## src/rtl/byte_strip_pkg.sv

```systemverilog
// Shared definitions for the 4-lane byte striper and unstriper:
// K-symbol codes, lane count and the buffered group record.
package byte_strip_pkg;

    localparam int LANES = 4;

    localparam logic [7:0] STP = 8'hFB;
    localparam logic [7:0] SDP = 8'h5C;
    localparam logic [7:0] END = 8'hFD;
    localparam logic [7:0] EDB = 8'hFE;
    localparam logic [7:0] SKP = 8'h1C;
    localparam logic [7:0] IDL = 8'h7C;
    localparam logic [7:0] FTS = 8'h3C;
    localparam logic [7:0] COM = 8'hBC;

    typedef struct packed {
        logic [LANES-1:0][7:0] data;
        logic [LANES-1:0]      dk;
        logic                  os;
    } group_t;

    typedef enum logic {
        IDLE,
        SEND
    } out_state_e;

    function automatic logic is_os_sym(input logic [7:0] b);
        return (b == COM) || (b == SKP) || (b == IDL) || (b == FTS);
    endfunction

    function automatic logic is_k_sym(input logic [7:0] b);
        return is_os_sym(b) || (b == STP) || (b == SDP) ||
               (b == END) || (b == EDB);
    endfunction

endpackage

```

## src/rtl/byte_unstrip_fifo.sv

```systemverilog
// Synchronous FIFO of 4-lane group records; exposes the head and the
// entry behind it so the reader can chain groups without a bubble.
module unstrip_fifo
    import byte_strip_pkg::*;
#(
    parameter int DEPTH = 4
) (
    input  logic                     clk_i,
    input  logic                     rst_i,
    input  logic                     wr_en_i,
    input  group_t                   wr_data_i,
    input  logic                     rd_en_i,
    output group_t                   head_o,
    output group_t                   next_o,
    output logic                     full_o,
    output logic                     empty_o,
    output logic [$clog2(DEPTH):0]   count_o
);

    localparam int AW = $clog2(DEPTH);

    group_t          mem_q [DEPTH];
    logic [AW-1:0]   wr_ptr_q;
    logic [AW-1:0]   rd_ptr_q;
    logic [AW-1:0]   rd_nxt;
    logic [AW:0]     count_q;
    logic            do_wr;
    logic            do_rd;

    assign full_o  = (count_q == (AW+1)'(DEPTH));
    assign empty_o = (count_q == '0);
    assign count_o = count_q;
    assign do_wr   = wr_en_i && !full_o;
    assign do_rd   = rd_en_i && !empty_o;
    assign rd_nxt  = rd_ptr_q + AW'(1);
    assign head_o  = mem_q[rd_ptr_q];
    assign next_o  = mem_q[rd_nxt];

    always_ff @(posedge clk_i) begin
        if (rst_i) begin
            wr_ptr_q <= '0;
            rd_ptr_q <= '0;
            count_q  <= '0;
        end else begin
            if (do_wr) wr_ptr_q <= wr_ptr_q + AW'(1);
            if (do_rd) rd_ptr_q <= rd_nxt;
            unique case ({do_wr, do_rd})
                2'b10:   count_q <= count_q + (AW+1)'(1);
                2'b01:   count_q <= count_q - (AW+1)'(1);
                default: count_q <= count_q;
            endcase
        end
    end

    always_ff @(posedge clk_i) begin
        if (do_wr) mem_q[wr_ptr_q] <= wr_data_i;
    end

endmodule

```

## src/rtl/byte_unstrip.sv

```systemverilog
// Reassembles 4-lane symbol groups into one byte stream, collapsing
// ordered sets to a single byte and flagging lane-consistency errors.
module byte_unstrip
    import byte_strip_pkg::*;
#(
    parameter int FIFO_DEPTH = 4
) (
    input  logic       CLK,
    input  logic       RESET,
    input  logic [7:0] LANE0,
    input  logic [7:0] LANE1,
    input  logic [7:0] LANE2,
    input  logic [7:0] LANE3,
    input  logic       DK_0,
    input  logic       DK_1,
    input  logic       DK_2,
    input  logic       DK_3,
    input  logic       IN_VALID,
    output logic       IN_READY,
    output logic [7:0] D,
    output logic       DK,
    output logic       OUT_VALID,
    input  logic       OUT_READY,
    output logic       ERROR_DLL
);

    localparam int CW = $clog2(FIFO_DEPTH) + 1;

    logic [LANES-1:0][7:0] lanes;
    logic [LANES-1:0]      ks;
    logic                  in_os;
    logic                  in_bad;
    group_t                in_g;
    group_t                head;
    group_t                nxt;
    logic                  full;
    logic                  empty;
    logic [CW-1:0]         count;
    logic                  wr;
    logic                  pop;

    out_state_e state_q, state_d;
    logic [1:0] idx_q, idx_d;
    logic [7:0] d_q, d_d;
    logic       dk_q, dk_d;
    logic       err_q, err_d;

    assign lanes = {LANE3, LANE2, LANE1, LANE0};
    assign ks    = {DK_3, DK_2, DK_1, DK_0};

    always_comb begin
        in_os = (&ks) && (lanes[1] == lanes[0]) &&
                (lanes[2] == lanes[0]) && (lanes[3] == lanes[0]) &&
                is_os_sym(lanes[0]);
        in_bad = 1'b0;
        for (int i = 0; i < LANES; i++) begin
            if (ks[i] && ((is_os_sym(lanes[i]) && !in_os) ||
                          !is_k_sym(lanes[i])))
                in_bad = 1'b1;
        end
    end

    assign in_g     = '{data: lanes, dk: ks, os: in_os};
    assign IN_READY = !full;
    assign wr       = IN_VALID && !full;

    unstrip_fifo #(.DEPTH(FIFO_DEPTH)) u_fifo (
        .clk_i     (CLK),
        .rst_i     (RESET),
        .wr_en_i   (wr),
        .wr_data_i (in_g),
        .rd_en_i   (pop),
        .head_o    (head),
        .next_o    (nxt),
        .full_o    (full),
        .empty_o   (empty),
        .count_o   (count)
    );

    // A group arriving while the FIFO is (or is about to be) empty is
    // loaded straight from the lanes so it emits the following cycle.
    always_comb begin
        state_d = state_q;
        idx_d   = idx_q;
        d_d     = d_q;
        dk_d    = dk_q;
        pop     = 1'b0;
        err_d   = err_q | (wr & in_bad);
        unique case (state_q)
            IDLE: begin
                if (!empty) begin
                    state_d = SEND;
                    idx_d   = 2'd0;
                    d_d     = head.data[0];
                    dk_d    = head.dk[0];
                end else if (wr) begin
                    state_d = SEND;
                    idx_d   = 2'd0;
                    d_d     = in_g.data[0];
                    dk_d    = in_g.dk[0];
                end
            end
            SEND: begin
                if (OUT_READY) begin
                    if (head.os || idx_q == 2'd3) begin
                        pop   = 1'b1;
                        idx_d = 2'd0;
                        if (count > CW'(1)) begin
                            d_d  = nxt.data[0];
                            dk_d = nxt.dk[0];
                        end else if (wr) begin
                            d_d  = in_g.data[0];
                            dk_d = in_g.dk[0];
                        end else begin
                            state_d = IDLE;
                        end
                    end else begin
                        idx_d = idx_q + 2'd1;
                        d_d   = head.data[idx_d];
                        dk_d  = head.dk[idx_d];
                    end
                end
            end
            default: state_d = IDLE;
        endcase
    end

    always_ff @(posedge CLK) begin
        if (RESET) begin
            state_q <= IDLE;
            idx_q   <= 2'd0;
            d_q     <= 8'h00;
            dk_q    <= 1'b0;
            err_q   <= 1'b0;
        end else begin
            state_q <= state_d;
            idx_q   <= idx_d;
            d_q     <= d_d;
            dk_q    <= dk_d;
            err_q   <= err_d;
        end
    end

    assign D         = d_q;
    assign DK        = dk_q;
    assign OUT_VALID = (state_q == SEND);
    assign ERROR_DLL = err_q;

endmodule

```

## config.mk

```make
export PLATFORM = sky130hd
export DESIGN_NAME = byte_unstrip
export DESIGN_NICKNAME = d
export VERILOG_FILES = /design/src/rtl/byte_strip_pkg.sv /design/src/rtl/byte_unstrip_fifo.sv /design/src/rtl/byte_unstrip.sv
export SDC_FILE = /design/constraint.sdc
export NUM_CORES = 1
export LEC_CHECK = 0
export ABC_CLOCK_PERIOD_IN_PS = 3700
export BUFFER_PORTS_ARGS = -buffer_cell sky130_fd_sc_hd__buf_2
export CORE_MARGIN = 4
export CORE_UTILIZATION = 49
export DETAILED_ROUTE_END_ITERATION = 6
export PLACE_DENSITY_LB_ADDON = 0.12
export RECOVER_POWER = 50
export SETUP_SLACK_MARGIN = 0.15
export SLEW_MARGIN = 0
export SYNTH_ARGS = -nofsm -noshare
export SYNTH_HDL_FRONTEND = slang
export SYNTH_SLANG_ARGS = --single-unit
```

## constraint.sdc

```tcl
create_clock -name CLK -period 3.7 [get_ports CLK]
set_clock_uncertainty 0.2 [all_clocks]
set_input_delay 0.555 -clock CLK [delete_from_list [all_inputs] [get_ports CLK]]
set_output_delay 0.555 -clock CLK [all_outputs]
set_load 0.03 [all_outputs]
```

==> flow_metrics.py <==
metrics = {
    "yosys": {
        "synth.distinct_cells": 52,
        "ys_async_sr_fraction": 0,
        "ys_ff_latch": 170,
        "synth_edf_count": 148,
        "synth_area_sq_um": 7850,
        "ys_warn_count": 0,
        "synth_fp_nets": 535,
        "avgSynthCellArea_sq_um": 16.2,
        "yosysSeqAreaShare": 0.622,
        "synth_flop_cell": "edfxtp_1",
        "syn_inst": 485,
    },
    "power": {
        "powerDensity_nw_per_um2": 515,
        "p_leak_nw": 2.89,
        "power_w": 0.00455,
        "peakVddDrop_mv": 0.408,
    },
    "cts": {
        "cts-root-buf": "clkbuf_16",
        "tritoncts": "built",
        "cts_resized": 0,
        "clk_latency_ps": 420,
        "post_cts_buffers": 0,
        "cts.clk_slew.worst_paths_ps": 60,
        "cts_inserted_buffers": 17,
        "cts_hold_buffers": 0,
        "clock_path_buffers": 2,
        "clock-sinks": 170,
        "h-tree-depth": 4,
    },
    "sta": {
        "rsz0062_at_grt": "no",
        "min_period_ps": 2670,
        "max_slew_margin": 0.280,
        "tightest_slew_ps": 1080,
        "finalSetupViolCount": 0,
        "final_max_slew_viol_count": 0,
        "setup_tns_ps": 0,
        "hold_viol": 0,
        "timing.final.crit_share": 0.721,
        "timing.fmax_mhz": 375,
    },
    "placement": {
        "gp_congestion": 0.825,
        "dp_hpwl_mm": 11.8,
        "io_buffers": 51,
    },
    "setup_path": {
        "critPathBufInv": 2,
        "endpoint_kind": "output pin",
        "rrSetupSlack_ps": 1060,
        "crit_arrival_ps": 1910,
        "worstSetupPathType": "register to output pin",
        "critPathMaxFanout": 23,
        "worstPathRequired_ps": 2940,
        "path_cells": "clkbuf_1 > buf_2",
        "crit_slowest_cell": "clkbuf_1",
        "max_stage_delay_ps": 810,
        "worst_setup_path_start_kind": "register",
        "path_delay_family": "buffers and inverters",
    },
    "die": {
        "die_w_um": 135,
        "dieArea_sq_um": 18100,
        "ios": 52,
        "row_count": 46,
        "start_util": 0.498,
        "die_y_um": 135,
        "core_area_sq_um": 15800,
    },
    "routing": {
        "ant_nets": 0,
        "wl_mm": 18.2,
        "wl_per_cell_um": 23.4,
        "dr.pass1.iters": 5,
        "avgViaCountPerCell": 5.94,
        "drc": 0,
        "dr.first_iter.drc_count": 507,
        "vias": 4612,
    },
    "layout": {
        "multiInputGateArea_sq_um": 2760,
        "antenna_cells": 0,
        "final_common_cell": "edfxtp_1",
        "regArea_sq_um": 4890,
        "syn_to_final_growth_pct": 12.6,
        "finish.net_count": 598,
        "drive_gt1_frac": 0.207,
        "layout_common_cells": "148 x edfxtp_1, 53 x clkbuf_1, 41 x nand2_1",
        "final_util": 0.561,
        "n_fill_cell": 1297,
    },
    "grt": {
        "grt_pass1_vias": 4669,
        "antenna_found_initial": 0,
        "overflow": 0,
        "grt_start_max_net_pins": 25,
        "grtUsageTotal": 0.209,
        "grt_pass1_wl_mm": 27.8,
    },
    "min_path": {
        "worstHoldPathType": "input port to register",
    },
    "flow_run": {
        "max_cap_viol_count": 0,
    },
    "outcome": {
        "status": "completed",
    },
}
-- per-stage QoR --
step	area, sq um	cells	setup slack, ps	hold WS [ps]
2_1_floorplan	7850	485	1090	270
3_3_place_gp	8340	745	1180	287
3_5_place_dp	8340	745	1120	297
4_1_cts	8900	777	1150	181
5_1_grt	8840	777	899	287
6_report	8840	777	1030	285
-- sequential cells by signal (all words and copies together) (netlist names), named ones only --
signal and count:
idx_q 2, u_fifo.rd_ptr_q 2, D 8, u_fifo.mem_q 148
u_fifo.count_o 3, ERROR_DLL 1, u_fifo.wr_ptr_q 2, DK 1
OUT_VALID 1
-- metal layers --
layer | global-route usage | routed length [um]
met1 | 0.301 | 8190
met2 | 0.331 | 8730
met3 | 0.0462 | 1170
met4 | 0.0452 | 106
met5 | 0 | 0
-- cells by family after synthesis --
kind of cell | after synthesis | synth area share
fa+ha+maj | 10 | 0.0159
flops | 170 | 0.622
buf+inv | 34 | 0.0263
xor+xnor | 10 | 0.0112
mux | 70 | 0.187
simple gates | 118 | 0.0725
compound gates | 73 | 0.0647
-- cells in the mapped netlist, drive strengths merged, types with 2 or more instances --
cell       n  area, sq um
a21oi     12         60.1
edfxtp   148         4440
or3        2         12.5
a22oi      3         22.5
mux4      55         1320
nand3      6         35.0
a21boi     2         15.0
and2       2         13.8
nor4       3         18.8
o21ai     36          180
buf       18          141
a2111oi   10          150
and3       8         50.1
nor2      40          178
nor3       2         10.0
xnor2      3         26.3
nand4      4         25.0
xor2       7         61.3
inv        9         33.8
a211oi     3         22.5
nand2b     3         18.8
nand2     41          154
mux2i     15          150
clkbuf     6         22.5
ha        10          125
dfxtp     22          440
-- power by group --
part,switching (W),internal [W]
Clock,0.000688,0.00101
Sequential,0.0000509,0.00220
Combinational,0.000381,0.000220
-- area by class of cell --
cell class,instances,share of cell area
Multi-Input combinational cell,281,0.312
Inverter,9,0.00382
Timing Repair Buffer,69,0.0372
Clock buffer,24,0.0522
Sequential cell,170,0.553
Tap cell,216,0.0306
Clock inverter,8,0.0112
-- final timing paths --
kind	startpoint	end	cells past startpoint
worst max-delay path	OUT_VALID	OUT_VALID	2
worst min-delay path	LANE2[3]	u_fifo.mem_q[3][24]	1
worst max register to register	u_fifo.count_o[0]	u_fifo.mem_q[2][33]	5
worst min register to register	u_fifo.count_o[2]	u_fifo.count_o[2]	2
(Power assumes the default switching activity.)
